**src/rtl/apb_slave_pkg.sv**
```systemverilog
// Shared types and constants for the APB4 slave bridge.
//
// Contents:
//   apb_state_e  - bridge FSM states (idle, issue, wait, response)
//   apb_req_t    - captured APB request (address, direction, data, strobes, error flag)
//   strb_w()     - byte-strobe width for a given data width
//   TO_CNT_W     - width of the optional response-timeout counter
//
// The request struct is sized for the widest supported configuration (32-bit address,
// 64-bit data); the bridge zero-extends into it and slices back out.
package apb_slave_pkg;

  localparam int unsigned TO_CNT_W   = 16;
  localparam int unsigned REQ_ADDR_W = 32;
  localparam int unsigned REQ_DATA_W = 64;
  localparam int unsigned REQ_STRB_W = REQ_DATA_W / 8;

  typedef enum logic [1:0] {
    StIdle  = 2'd0,
    StIssue = 2'd1,
    StWait  = 2'd2,
    StResp  = 2'd3
  } apb_state_e;

  typedef struct packed {
    logic [REQ_ADDR_W-1:0] addr;
    logic                  write;
    logic [REQ_DATA_W-1:0] wdata;
    logic [REQ_STRB_W-1:0] strb;
    logic                  err;
  } apb_req_t;

  function automatic int unsigned strb_w(input int unsigned data_w);
    return data_w / 8;
  endfunction

endpackage

```
**src/rtl/apb_slave_bridge.sv**
```systemverilog
// APB4 slave front-end for a word-addressed register file.
//
// An APB setup phase is captured and decoded; legal requests become a single-cycle
// reg_wr_en/reg_rd_en pulse, after which the bridge waits for reg_ack (with reg_err).
// The APB response (pready/pslverr/prdata) is registered and lasts exactly one cycle.
// Unaligned or out-of-range addresses are answered with pslverr without touching the
// register side.
//
// Optional build macro: APB_TIMEOUT_EN - adds a 16-bit response timeout that terminates
// a transfer with pslverr after TIMEOUT_CYC cycles without reg_ack.
//
// Ports:
//   pclk, prst_n                  clock, asynchronous active-low reset
//   paddr/psel/penable/pwrite/
//   pwdata/pstrb                  APB request
//   pready/prdata/pslverr         APB response (registered)
//   reg_wr_en/reg_rd_en           one-cycle register request pulses
//   reg_addr/reg_wdata/reg_strb   registered request fields, stable until response ends
//   reg_rdata/reg_ack/reg_err     register-side completion
//   busy                          bridge is not idle
//
// ADDR_W must not exceed 32; DATA_W must be 32 or 64.
module apb_slave_bridge
  import apb_slave_pkg::*;
#(
  parameter int unsigned ADDR_W      = 12,
  parameter int unsigned DATA_W      = 32,
  parameter int unsigned NUM_REGS    = 16,
  parameter int unsigned TIMEOUT_CYC = 255,
  localparam int unsigned STRB_W     = strb_w(DATA_W)
) (
  input  logic              pclk,
  input  logic              prst_n,
  input  logic [ADDR_W-1:0] paddr,
  input  logic              psel,
  input  logic              penable,
  input  logic              pwrite,
  input  logic [DATA_W-1:0] pwdata,
  input  logic [STRB_W-1:0] pstrb,
  output logic              pready,
  output logic [DATA_W-1:0] prdata,
  output logic              pslverr,
  output logic              reg_wr_en,
  output logic              reg_rd_en,
  output logic [ADDR_W-1:0] reg_addr,
  output logic [DATA_W-1:0] reg_wdata,
  output logic [STRB_W-1:0] reg_strb,
  input  logic [DATA_W-1:0] reg_rdata,
  input  logic              reg_ack,
  input  logic              reg_err,
  output logic              busy
);

  localparam int unsigned AlignW    = $clog2(STRB_W);
  localparam int unsigned AddrLimit = NUM_REGS * STRB_W;

  apb_state_e        state_q, state_d;
  apb_req_t          req_q, req_d;
  logic              pready_q, pready_d;
  logic              pslverr_q, pslverr_d;
  logic [DATA_W-1:0] prdata_q, prdata_d;
  logic              wr_en_q, wr_en_d;
  logic              rd_en_q, rd_en_d;
  logic              busy_q, busy_d;

  // Address decode of the live setup-phase address.
  logic [REQ_ADDR_W-1:0] paddr_ext;
  logic                  dec_err;

  assign paddr_ext = REQ_ADDR_W'(paddr);
  assign dec_err   = (paddr[AlignW-1:0] != '0) ||
                     (paddr_ext >= REQ_ADDR_W'(AddrLimit));

`ifdef APB_TIMEOUT_EN
  logic [TO_CNT_W-1:0] cnt_q, cnt_d;
  logic [TO_CNT_W-1:0] cnt_inc;

  assign cnt_inc = cnt_q + TO_CNT_W'(1);
`else
  logic unused_timeout;
  assign unused_timeout = ^TO_CNT_W'(TIMEOUT_CYC);
`endif

  always_comb begin
    state_d   = state_q;
    req_d     = req_q;
    prdata_d  = '0;
    wr_en_d   = 1'b0;
    rd_en_d   = 1'b0;
`ifdef APB_TIMEOUT_EN
    cnt_d     = cnt_q;
`endif

    unique case (state_q)
      StIdle: begin
        // Only a genuine setup phase starts a transfer; a bare access phase is ignored.
        if (psel && !penable) begin
          req_d.addr  = paddr_ext;
          req_d.write = pwrite;
          req_d.wdata = REQ_DATA_W'(pwdata);
          req_d.strb  = pwrite ? REQ_STRB_W'(pstrb) : '0;
          req_d.err   = dec_err;
          if (dec_err) begin
            state_d = StResp;
          end else begin
            state_d = StIssue;
            wr_en_d = pwrite;
            rd_en_d = !pwrite;
`ifdef APB_TIMEOUT_EN
            cnt_d   = '0;
`endif
          end
        end
      end

      StIssue, StWait: begin
        // APB handshake is not consulted here: once issued, the transfer always completes.
        if (reg_ack) begin
          state_d   = StResp;
          req_d.err = reg_err;
          prdata_d  = (!req_q.write && !reg_err) ? reg_rdata : '0;
`ifdef APB_TIMEOUT_EN
        end else if (cnt_inc == TO_CNT_W'(TIMEOUT_CYC)) begin
          // reg_ack on the terminal cycle takes the branch above instead.
          state_d   = StResp;
          req_d.err = 1'b1;
        end else begin
          state_d   = StWait;
          cnt_d     = cnt_inc;
`else
        end else begin
          state_d   = StWait;
`endif
        end
      end

      StResp: begin
        state_d = StIdle;
      end

      default: begin
        state_d = StIdle;
      end
    endcase

    pready_d  = (state_d == StResp);
    pslverr_d = pready_d && req_d.err;
    busy_d    = (state_d != StIdle);
  end

  always_ff @(posedge pclk or negedge prst_n) begin
    if (!prst_n) begin
      state_q   <= StIdle;
      req_q     <= '0;
      pready_q  <= 1'b0;
      pslverr_q <= 1'b0;
      prdata_q  <= '0;
      wr_en_q   <= 1'b0;
      rd_en_q   <= 1'b0;
      busy_q    <= 1'b0;
`ifdef APB_TIMEOUT_EN
      cnt_q     <= '0;
`endif
    end else begin
      state_q   <= state_d;
      req_q     <= req_d;
      pready_q  <= pready_d;
      pslverr_q <= pslverr_d;
      prdata_q  <= prdata_d;
      wr_en_q   <= wr_en_d;
      rd_en_q   <= rd_en_d;
      busy_q    <= busy_d;
`ifdef APB_TIMEOUT_EN
      cnt_q     <= cnt_d;
`endif
    end
  end

  assign pready    = pready_q;
  assign pslverr   = pslverr_q;
  assign prdata    = prdata_q;
  assign reg_wr_en = wr_en_q;
  assign reg_rd_en = rd_en_q;
  assign reg_addr  = req_q.addr[ADDR_W-1:0];
  assign reg_wdata = req_q.wdata[DATA_W-1:0];
  assign reg_strb  = req_q.strb[STRB_W-1:0];
  assign busy      = busy_q;

  // Upper bits of the widest-case request struct are always zero for narrower builds.
  logic unused_req_bits;
  assign unused_req_bits = ^{req_q.addr >> ADDR_W, req_q.wdata >> DATA_W,
                             req_q.strb >> STRB_W};

endmodule

```
**config.mk**
```make
export PLATFORM = sky130hd
export DESIGN_NAME = apb_slave_bridge
export DESIGN_NICKNAME = d
export VERILOG_FILES = /design/src/rtl/apb_slave_pkg.sv /design/src/rtl/apb_slave_bridge.sv
export SDC_FILE = /design/constraint.sdc
export NUM_CORES = 1
export LEC_CHECK = 0
export CAP_MARGIN = 40
export CELL_PAD_IN_SITES_DETAIL_PLACEMENT = 1
export CELL_PAD_IN_SITES_GLOBAL_PLACEMENT = 1
export CORE_UTILIZATION = 31
export CTS_CLUSTER_DIAMETER = 50
export DETAILED_ROUTE_END_ITERATION = 10
export PLACE_DENSITY = 0.9
export SETUP_SLACK_MARGIN = 0.1
export SYNTH_ARGS = -nofsm -noshare
export SYNTH_HDL_FRONTEND = slang
export SYNTH_SLANG_ARGS = --single-unit
```
**constraint.sdc**
```tcl
create_clock -name pclk -period 1.84 [get_ports pclk]
set_input_delay 0.368 -clock pclk [delete_from_list [all_inputs] [get_ports pclk]]
set_output_delay 0.368 -clock pclk [all_outputs]
set_load 0.03 [all_outputs]
```
==> impl_summary.md, run 1 <==
Cells and area
The antenna diode instance count is 0. The net count of the finished layout is 488. The top cell types in the final layout, fill and taps aside, are clkdlybuf4s50_1 (93), dfrtp_1 (89), mux2_2 (45). The area added between synthesis and finish is 55.9%. The most frequent standard cell in the layout excluding fill and tap cells is clkdlybuf4s50_1. Of the cells placed in the final design, the portion with a size suffix greater than 1 is 19.6%.

The layout has 1,140 filler cells. Once layout is complete, the cells apart from fillers number 544.

Timing
The total count of max-transition violations in the final report is 0. Setup violations remaining at the end of the flow were counted as 0. The final count of hold timing violations was 0. Static timing analysis puts the maximum clock frequency at 587 MHz.

On the final layout, the worst clock skew is 0.00704 ns. The final critical path takes up 92.6% of the cycle. Summed over all failing endpoints, the final setup total negative slack is 0 ns. The worst setup slack after layout is 0.136 ns. Setup repair after global routing left no endpoint under its margin. In this run the tightest slew margin relative to its limit is 68.3%. The clock period minus final worst setup slack is 1.70 ns.

The transition at the pin with the smallest max-transition slack is 0.475 ns.

Logic synthesis
The synthesized netlist net count is 352. After synthesis, the netlist uses 21 different library cells. The count of warnings emitted by yosys is 0.

The cell area that synthesis handed to floorplanning was 3570 um2. After synthesis, flip-flops and latches occupy 62.4% of the total area. In this run, synthesis produced a sequential element count of 89. Synthesis produced a netlist whose cell count is 263. In this run the mean area of a mapped cell was 13.6 um2.

Worst setup path
Data on the critical path is required at its endpoint by 1.47 ns. The critical path class is reg2out. The family with the most delay on the worst path is buffers and inverters. The largest driver fanout on the critical path is 1. The critical path goes through clkdlybuf4s50_1. On the worst path, the slowest cell contributes a delay of 0.68 ns. The largest individual stage delay along the critical path comes from the cell clkdlybuf4s50_1.

The total buffers and inverters traversed by the critical path is 1. The startpoint kind of the worst setup timing path is a flip-flop. The worst setup path is captured at an output port.

Data on the critical path arrives at its endpoint at 1.34 ns.

Route
The detailed-routing iteration count for the pre-antenna-repair pass is 4. The post-route DRC violation count is 0. The total via count after detailed routing is 2,405. Using the TritonRoute via totals, the vias-per-cell ratio works out to 4.42. The count of nets left with antenna violations once routing finished came out at 0. The routed wire length is 9030 um. The first routing iteration left 46 violations. In the final routed layout, each cell accounts on average for 16.6 um.

Clock network
The number of H-tree branching levels is 3. The clock passes through at most 2 buffers. The sink count of the clock tree is 89.

Clock latency on the worst-skew pair, taken at its later pin, is 0.33 ns. The number of clock buffers added by TritonCTS is 9. Clock-pin slew was measured on the worst setup and hold paths at 0.06 ns. The CTS tree is built. The tree is rooted in a clkbuf_16.

Floorplan
The die boundary height is 109 um. The area of the die is 11,900 um2. The number of primary I/O pins is 172. Row generation in the floorplan step produced 38 rows. The area inside the core boundary is 11,000 um2. The initial utilization of the core area, before any placement, comes to 32.3%.

The die width is 109 um.

Global route
The total overflow left after global routing is 0. The global-route total usage across every layer is 15.6%. The number of antenna violations at the first check in global routing is 0.

The number of global-route vias before repair is 2,757. The first-pass GRT wire length is 13,800 um. The maximum number of pins on one net before global-route repair is 90.

Pwr
The worst IR drop on VDD is 777 uV. The leakage dissipation is 3.04 nW. Overall power consumption after layout is estimated at 0.00850 W. Dividing total power by cell area gives a power density of 1530 nW/um2.

Placed design
Input and output buffers added on the ports amount to 171. Summed over all nets, the half-perimeter wirelength after detailed placement is 6630 um. The placement-stage worst setup slack is -0.270 ns. The number of placed instances with taps included is 527.

Routability-driven placement finished with a final weighted congestion of 0.704.

Run status
The run finished with clean final reports.

Hold path
The path class of the tightest hold or removal check is in2async.

Flow run
The count of max-cap constraint violations is 0.
cell usage after synthesis:
cell type  number  area (um2)
nand2_1        12        45.0
nor4_1          2        12.5
or2_1           1        6.26
mux2_2         45         507
buf_4          48         360
and2_1         32         200
ha_1            2        25.0
buf_2           4        20.0
inv_1           5        18.8
clkbuf_1        4        15.0
or4_4           2        22.5
nor3_1          1        5.00
and3_1          1        6.26
o21ai_0         8        40.0
and2_2          1        7.51
nor2b_1         2        12.5
o221ai_1        1        8.76
o22ai_1         1        6.26
nor3b_2         1        12.5
dfrtp_1        89        2230
a2bb2oi_1       1        8.76
metal layers:
layer	vias to the layer above	track usage, %	routed length (um)
met2	114	28.5	4790
met3	13	5.86	825
met4	0	5.62	153
met5	-	0	0
li1	1079	-	-
met1	1199	16.2	3270
state kept, by name, indices dropped and copies added, names as in the netlist, 2 cells and up:
signal / count
state_q: 2
req_q: 2
reg_strb: 4
reg_wdata: 32
reg_addr: 12
prdata: 32
cells by family (layout without fill, tap and decap cells):
kind of cell / count (synthesis) / in the layout / share of synthesized area (%)
DFF: 89 / 89 / 62.4
buffers and inverters: 61 / 202 / 11.6
and+or+nand+nor: 55 / 55 / 9.26
muxes: 45 / 45 / 14.2
AOI/OAI and AO/OA: 11 / 11 / 1.79
adders and majority gates: 2 / 2 / 0.701
per-stage QoR:
stage                     hold slack (ns)  cell area [um2]  utilization (%)
after floorplan                    0.0724             3570                -
after global placement              0.442             5180             47.0
after detailed placement            0.454             5180             47.0
after CTS                          0.0887             5430             49.2
after global routing                0.107             5560             50.4
final                              0.0680             5560             50.4
timing repair:
item / in CTS / in global routing
hold buffers: 0 / 0
gates resized for setup: 35 / 45
endpoints found under the setup margin: 37 / 40
pin swaps: 0 / 4
setup buffers: 0 / 1
power breakdown:
group / total, W / internal, W / switching, W
Clock: 0.00182 / 0.00106 / 0.000759
Combinational: 0.00373 / 0.00160 / 0.00213
Sequential: 0.00296 / 0.00264 / 0.000319
Total: 0.00850 / 0.00530 / 0.00321
final timing paths:
kind,endpoint,slack (ns),cells past startpoint,startpoint
setup / recovery,prdata[0],0.14,1,prdata[0]
hold / removal,reg_wdata[26],0.07,2,prst_n
setup reg to reg,reg_wdata[13],0.25,5,state_q[0]
hold reg to reg,reg_strb[1],0.48,2,reg_strb[1]
max in group asynchronous,prdata[11],1.40,2,prst_n
min in group pclk,reg_addr[11],0.33,2,paddr[11]
area by class of cell:
type	instances	area, um2	area share [%]
flip-flops and latches	89	2230	40.0
repair buffers	181	1900	34.1
multi-input cells	113	952	17.1
clock buffers	10	229	4.12
well taps	140	175	3.15
clock inverters	6	65.1	1.17
inverters	5	18.8	0.337
(Power assumes the default switching activity.)
==> run 2: changes to the inputs <==
--- a/config.mk
+++ b/config.mk
@@ -11,7 +11,7 @@
 export CORE_UTILIZATION = 31
 export CTS_CLUSTER_DIAMETER = 50
 export DETAILED_ROUTE_END_ITERATION = 10
-export PLACE_DENSITY = 0.9
+export PLACE_DENSITY = 0.78
 export SETUP_SLACK_MARGIN = 0.1
 export SYNTH_ARGS = -nofsm -noshare
 export SYNTH_HDL_FRONTEND = slang
==> run 2 against run 1 <==
Net effect:
- via count decreased by 0.79%
- largest power group unchanged
- critical path depth increased by 4
- sequential power about the same
- power up 3.3%
- clock power up 12%
- core utilization is 0.81 points higher
==> impl_summary.md, run 2 (synthesis gave the netlist of run 1 again) <==
Run status
The flow ran to the end, and the final reports show no timing, DRC or antenna violations.

Placed design
Input and output buffers added on the ports amount to 171. Once detailed placement completed, the half-perimeter wirelength came to 6890 um. The routability congestion estimate from global placement is 0.677. Including well taps, the total number of placed cells is 528. The post-place instance area is 5190 um2.

Cells and area
Fill cells in the final layout number 1,131. The library cell used most frequently in the layout, excluding fill and tap cells, is clkdlybuf4s50_1. The top cell types in the final layout, fill and taps aside, are clkdlybuf4s50_1 (101), dfrtp_1 (89), dlymetal6s2s_1 (48). The net count reported at finish is 490. Compared with the post-synthesis result, the final layout area differs by 58.4%. The repair_antennas step left the layout with diodes totalling 0. After routing the design area is 5650 um2. The share of cells above drive strength 1 is 19.8%. Cells fill 51.2% of the core in the end. The count of non-filler cells in the finished layout is 545.

Clock network
The sink count of the clock tree is 89. TritonCTS built the clock tree. The number of H-tree branching levels is 3.

The insertion delay to the later sink of the worst-skew pair is 0.33 ns. The number of buffers between clock root and the deepest sink is 2. The library cell used as clock root buffer is clkbuf_16. The clock-pin slew on the worst setup and hold paths is 0.06 ns. The number of CTS-inserted buffers is 9.

Timing
The worst clock skew on the final layout is 0.00455 ns. At the pin with the least slew margin, the transition time is 0.411 ns. The final count of hold timing violations is 0. The headroom to the max-slew limit is 72.6%.

Setup violations remaining at the end of the flow were counted as 0. The total count of max-transition violations in the final report is 0. The upper clock frequency limit is 579 MHz. The final worst-path cycle share is 93.9%. After layout, the minimum clock period comes to 1.73 ns. Setup repair after global routing could not meet its margin everywhere. The worst hold slack is 0.313 ns.

Route
The initial DRC count is 45. After detailed routing, the number of remaining DRC violations is 0. The routed wire length is 8990 um. Once detail routing completed, the nets flagged for antenna violations numbered 0. The via density per instance is 4.38. The wire length per cell after detailed routing is 16.5 um. The detailed-routing iteration count for the pre-antenna-repair pass is 3. For this block, the via count after detailed routing is 2,386.

Flow run
The count of max-cap constraint violations is 0.

Worst setup path
The worst endpoint data arrival time is 1.95 ns. The startpoint kind of the worst setup timing path is an input port. The critical-path cell with the highest stage delay is or4_4. Broken down by cell family, the worst path's largest delay share belongs to simple AND/OR/NAND/NOR gates. The worst endpoint required time is 2.06 ns.

The category of the worst setup path capture point is a flip-flop. For this run, the slowest stage of the critical path takes 0.53 ns. The depth of the critical timing path with buffers and inverters included is 5. The total buffers and inverters traversed by the critical path is 1.

The critical path class is in2reg. Measured in cells, the most critical reg-to-reg path has a length of 5. The largest driver fanout on the critical path is 4.

Walking the worst path, the cells encountered are clkdlybuf4s50_1 > or4_4 > nor3b_4 > o22ai_2 > or2_1.

Global route
Entering global routing, the biggest net connects 34 pins. The number of global-route vias before repair is 2,614. The first global-routing pass estimated 13,800 um of wire. The number of antenna violations at the first check in global routing was 0. The global-route total usage across every layer is 15.7%. The aggregate global routing overflow is 0.

Floorplan
The die covers 11,900 um2. The area inside the core boundary is 11,000 um2. For this configuration, the core starts out at a cell density of 32.3%. The number of primary I/O pins is 172. The number of standard-cell rows in the floorplan is 38. From bottom edge to top edge, the die measures 109 um. The floorplan step set the die width to 109 um.

Pwr
The worst IR drop on VDD is 683 uV. The leakage dissipation is 3.09 nW. Cell internal power was estimated by the tool at 0.00562 W. The net switching power figure is 0.00317 W. Sequential cells account for 33.5% of the total power. The switching part of the total power is 36.0%.

In this run, the clock network consumes 23.3% of the power. The part of the total power dissipated in combinational logic is 43.3%. The power per standard cell area is 1560 nW/um2.

Hold path
The class of the worst hold path is in2reg. The depth of the worst hold-timing path is 2.
[run 2: changes by cell type in the layout (fill, tap and decap cells not counted), moves of 2 or more]
cell             before  now
bufinv_16             1    3
clkdlybuf4s50_1      93  101
dlygate4sd2_1        35   21
dlymetal6s2s_1       42   48
inv_6                 2    0
[run 2: through the flow]
stage / setup WS, ns / power [W] / setup TNS (ns)
5_1_grt: 0.0808 / 0.00928 / 0
3_3_place_gp: -0.243 / 0.00685 / -0.705
2_1_floorplan: 0.268 / 0.00588 / 0
6_report: 0.113 / 0.00879 / 0
3_5_place_dp: -0.344 / 0.00699 / -2.59
4_1_cts: 0.0657 / 0.00897 / 0
[run 2: worst register-to-register path, stage by stage (launching register included)]
cell     delay, ns
dfrtp_1       0.39
inv_1         0.06
ha_1          0.28
nand2_2       0.15
buf_12        0.20
mux2_2        0.37
[run 2: final cells by class]
cell class	instances	area [um2]	share of cell area (%)
flip-flops and latches	89	2230	39.4
well taps	140	175	3.10
repair buffers	183	1950	34.4
clock inverters	6	108	1.90
multi-input cells	113	952	16.8
inverters	5	18.8	0.332
clock buffers	9	225	3.98
[run 2: path summary, 6_finish.rpt]
kind	slack, ns	end	start
worst max-delay path	0.11	busy	paddr[0]
worst min-delay path	0.31	reg_addr[9]	paddr[9]
worst max register to register	0.27	reg_wdata[9]	state_q[0]
worst min register to register	0.49	reg_strb[1]	reg_strb[1]
max in group asynchronous	0.78	reg_wdata[2]	prst_n
min in group asynchronous	0.53	reg_strb[1]	prst_n
[run 2: layer usage]
layer  share of wire, %  global-route usage (%)
met2                 51                    27.0
met3                9.0                    5.68
met5                  0                       0
met4                2.3                    7.24
met1                 38                    17.3
[run 2: power by group through the flow]
stage	registers [W]	clock network (W)	logic, W
floorplan	0.00311	0	0.00277
global placement	0.00296	0	0.00389
detailed placement	0.00301	0	0.00398
CTS	0.00297	0.00211	0.00388
global route	0.00303	0.00220	0.00405
finish	0.00294	0.00204	0.00380
[run 2: what timing repair did]
action                                 in CTS  in global routing
setup buffers                               0                  1
endpoints found under the hold margin      26                  0
pin swaps                                   6                  4
gates resized for setup                    24                 48
hold buffers                                1                  0
setup endpoints to repair                  24                 47
==> run 3: changes to the inputs <==
--- a/config.mk
+++ b/config.mk
@@ -8,6 +8,7 @@
 export CAP_MARGIN = 40
 export CELL_PAD_IN_SITES_DETAIL_PLACEMENT = 1
 export CELL_PAD_IN_SITES_GLOBAL_PLACEMENT = 1
+export CORE_ASPECT_RATIO = 1.5
 export CORE_UTILIZATION = 31
 export CTS_CLUSTER_DIAMETER = 50
 export DETAILED_ROUTE_END_ITERATION = 10
==> run 3 against run 2 <==
Net effect:
- sequential share of layout area increased by 0.59 points
- power fell by 4.5%
- non-clock buffer count is 2 lower
- count of clock-buffer cells in the layout rose by 4
- worst setup slack improved by 0.019 ns
- combinational power shrank 2%
- core utilization decreased by 1.1 points
- critical path type is now reg2out
- largest cell class unchanged
==> impl_summary.md, run 3 (synthesis gave the netlist of run 1 again) <==
Run status
The run finished with clean final reports.

Worst setup path
The total buffers and inverters traversed by the critical path is 1. Of all nets on the critical path, the largest fanout is 1. The critical path class is reg2out. The worst endpoint required time is 1.47 ns. STA classifies the critical path endpoint as an output port. The family with the most delay on the worst path is buffers and inverters. The critical-path cell with the highest stage delay is clkdlybuf4s50_1. Traced cell by cell, the critical path runs through clkdlybuf4s50_1. For the worst setup path, the data arrival time is 1.34 ns. The maximum single-stage delay on the critical path is 0.68 ns. The startpoint kind of the worst setup timing path is a flip-flop.

Route
The detail route stage leaves a number of antenna-violating nets equal to 0. The total via count after detailed routing is 2,355. The detailed router finished its first iteration with 48 violations. The routed wire length is 8720 um. The wire length per cell after detailed routing is 15.9 um. The first detailed-routing pass took 4 iterations. The via density per instance is 4.28. The post-route DRC violation count is 0.

Flow run
The count of max-cap constraint violations is 0.

Placed design
The HPWL after detailed placement is 6560 um. The congestion estimate from routability-driven global placement came to 0.722. Summing all placed instances gives a cell area of 5190 um2.

The count of buffers added on input and output ports is 171.

Hold path
The class of the worst hold path is in2reg.

Pwr
In this run switching power makes up 37.2% of total power. The sequential fraction of design power is 35.0%. The worst IR drop on VDD is 479 uV.

Power spread over the standard cell area amounts to 1510 nW/um2. Power comes to 0.00839 W. Combinational cells account for 44.3% of the total power. In this run the power spent charging and discharging nets is 0.00312 W. The internal power summed over all cells is 0.00527 W.

The clock group share of total power is 20.7%. The leakage dissipation is 2.94 nW.

Cells and area
Leaving out fill and tap cells, the most frequent cell in the layout is clkdlybuf4s50_1. The antenna diode instance count is 0. The area added between synthesis and finish is 56.1%.

In the final layout, flip-flops and latches occupy 2230 um2. The layout has 1,127 filler cells. In the layout the commonest cells are clkdlybuf4s50_1 (103), dfrtp_1 (89), mux2_2 (45). Summing all non-filler instances in the final layout gives an area of 5570 um2. The end-of-flow core utilization is 50.1%. The share of cells above drive strength 1 is 19.1%.

The net count reported at finish is 488. The multi-input logic area is 952 um2.

Floorplan
The die covers 11,900 um2. The die boundary height is 133 um. The core region is 11,100 um2. In this run the count of I/O pins placed on the die edge is 172. The number of standard-cell rows in the floorplan is 47. For this configuration, the core starts out at a cell density of 32.1%. Measured along the x axis, the die boundary spans 89.6 um.

Clock network
The library cell used as clock root buffer is clkbuf_16. The clock tree synthesis step divided the H-tree into 3 levels. The number of buffers between clock root and the deepest sink is 2. The post-CTS setup buffer count is 0. Clock-pin slew was measured on the worst setup and hold paths at 0.06 ns.

The CTS tree is built. Counting every sink on the clock net gives 89. TritonCTS created 9 clock buffers.

The insertion delay to the later sink of the worst-skew pair is 0.33 ns.

Timing
The worst path uses 92.8% of the clock period. The final count of hold timing violations is 0. The number of endpoints failing setup at the final stage is 0. Setup repair after global routing left no endpoint under its margin.

For the pin with the worst max-slew slack, the measured transition is 0.465 ns. The total count of max-transition violations in the final report is 0. The headroom to the max-slew limit is 69.0%. The clock arrives with 0.00677 ns of skew. The upper clock frequency limit is 585 MHz.

The worst hold slack is 0.320 ns. After layout, the minimum clock period comes to 1.71 ns.

Global route
The number of antenna violations at the first check in global routing is 0. The number of global-route vias before repair was 2,674. Global routing used 15.3% of the available tracks across all layers. Global routing finished with a remaining overflow of 0. The maximum number of pins on one net before global-route repair is 36. The first global-routing pass estimated 13,600 um of wire.
-- run 3: final cells by class --
class	count	area share, %
Sequential cell	89	40.0
Timing Repair Buffer	181	34.2
Multi-Input combinational cell	113	17.1
Clock buffer	13	4.85
Tap cell	147	3.30
Inverter	5	0.337
Clock inverter	2	0.225
-- run 3: path summary, 6_finish.rpt --
path	startpoint	endpoint	slack, ns	cells past startpoint
worst max register to register	state_q[1]	reg_addr[10]	0.32	5
worst min register to register	reg_strb[3]	reg_strb[3]	0.47	2
max in group asynchronous	prst_n	prdata[29]	0.65	3
worst min-delay path	paddr[9]	reg_addr[9]	0.32	2
min in group asynchronous	prst_n	reg_wdata[23]	0.54	2
worst max-delay path	prdata[17]	prdata[17]	0.13	1
-- run 3: power by group through the flow --
stage | Sequential (W) | Combinational, W | Clock, W
4_1_cts | 0.00296 | 0.00380 | 0.00180
6_report | 0.00294 | 0.00372 | 0.00174
2_1_floorplan | 0.00311 | 0.00277 | 0
3_5_place_dp | 0.00300 | 0.00396 | 0
3_3_place_gp | 0.00295 | 0.00389 | 0
5_1_grt | 0.00303 | 0.00395 | 0.00187
-- run 3: through the flow --
stage | std cells | setup TNS (ns) | worst slack (ns)
after floorplan | 263 | 0 | 0.268
after global placement | 534 | -2.22 | -0.295
after detailed placement | 534 | -3.32 | -0.316
after CTS | 550 | 0 | 0.0818
after global routing | 550 | 0 | 0.100
final | 550 | 0 | 0.132
-- run 3: metal layers --
metal / global-route usage, % / vias up / wire [um] / share of wire [%]
met3: 5.33 / 12 / 723 / 8.3
met2: 28.2 / 98 / 4960 / 57
met4: 6.17 / 0 / 146 / 1.7
li1: - / 1084 / - / -
met5: 0 / - / 0 / 0
met1: 15.0 / 1161 / 2890 / 33
-- run 3: timing repair --
item | in CTS | in global routing
setup endpoints to repair | 29 | 36
hold endpoints to repair | 31 | 0
pin swaps | 2 | 5
hold buffers | 1 | 0
gates resized for setup | 29 | 41
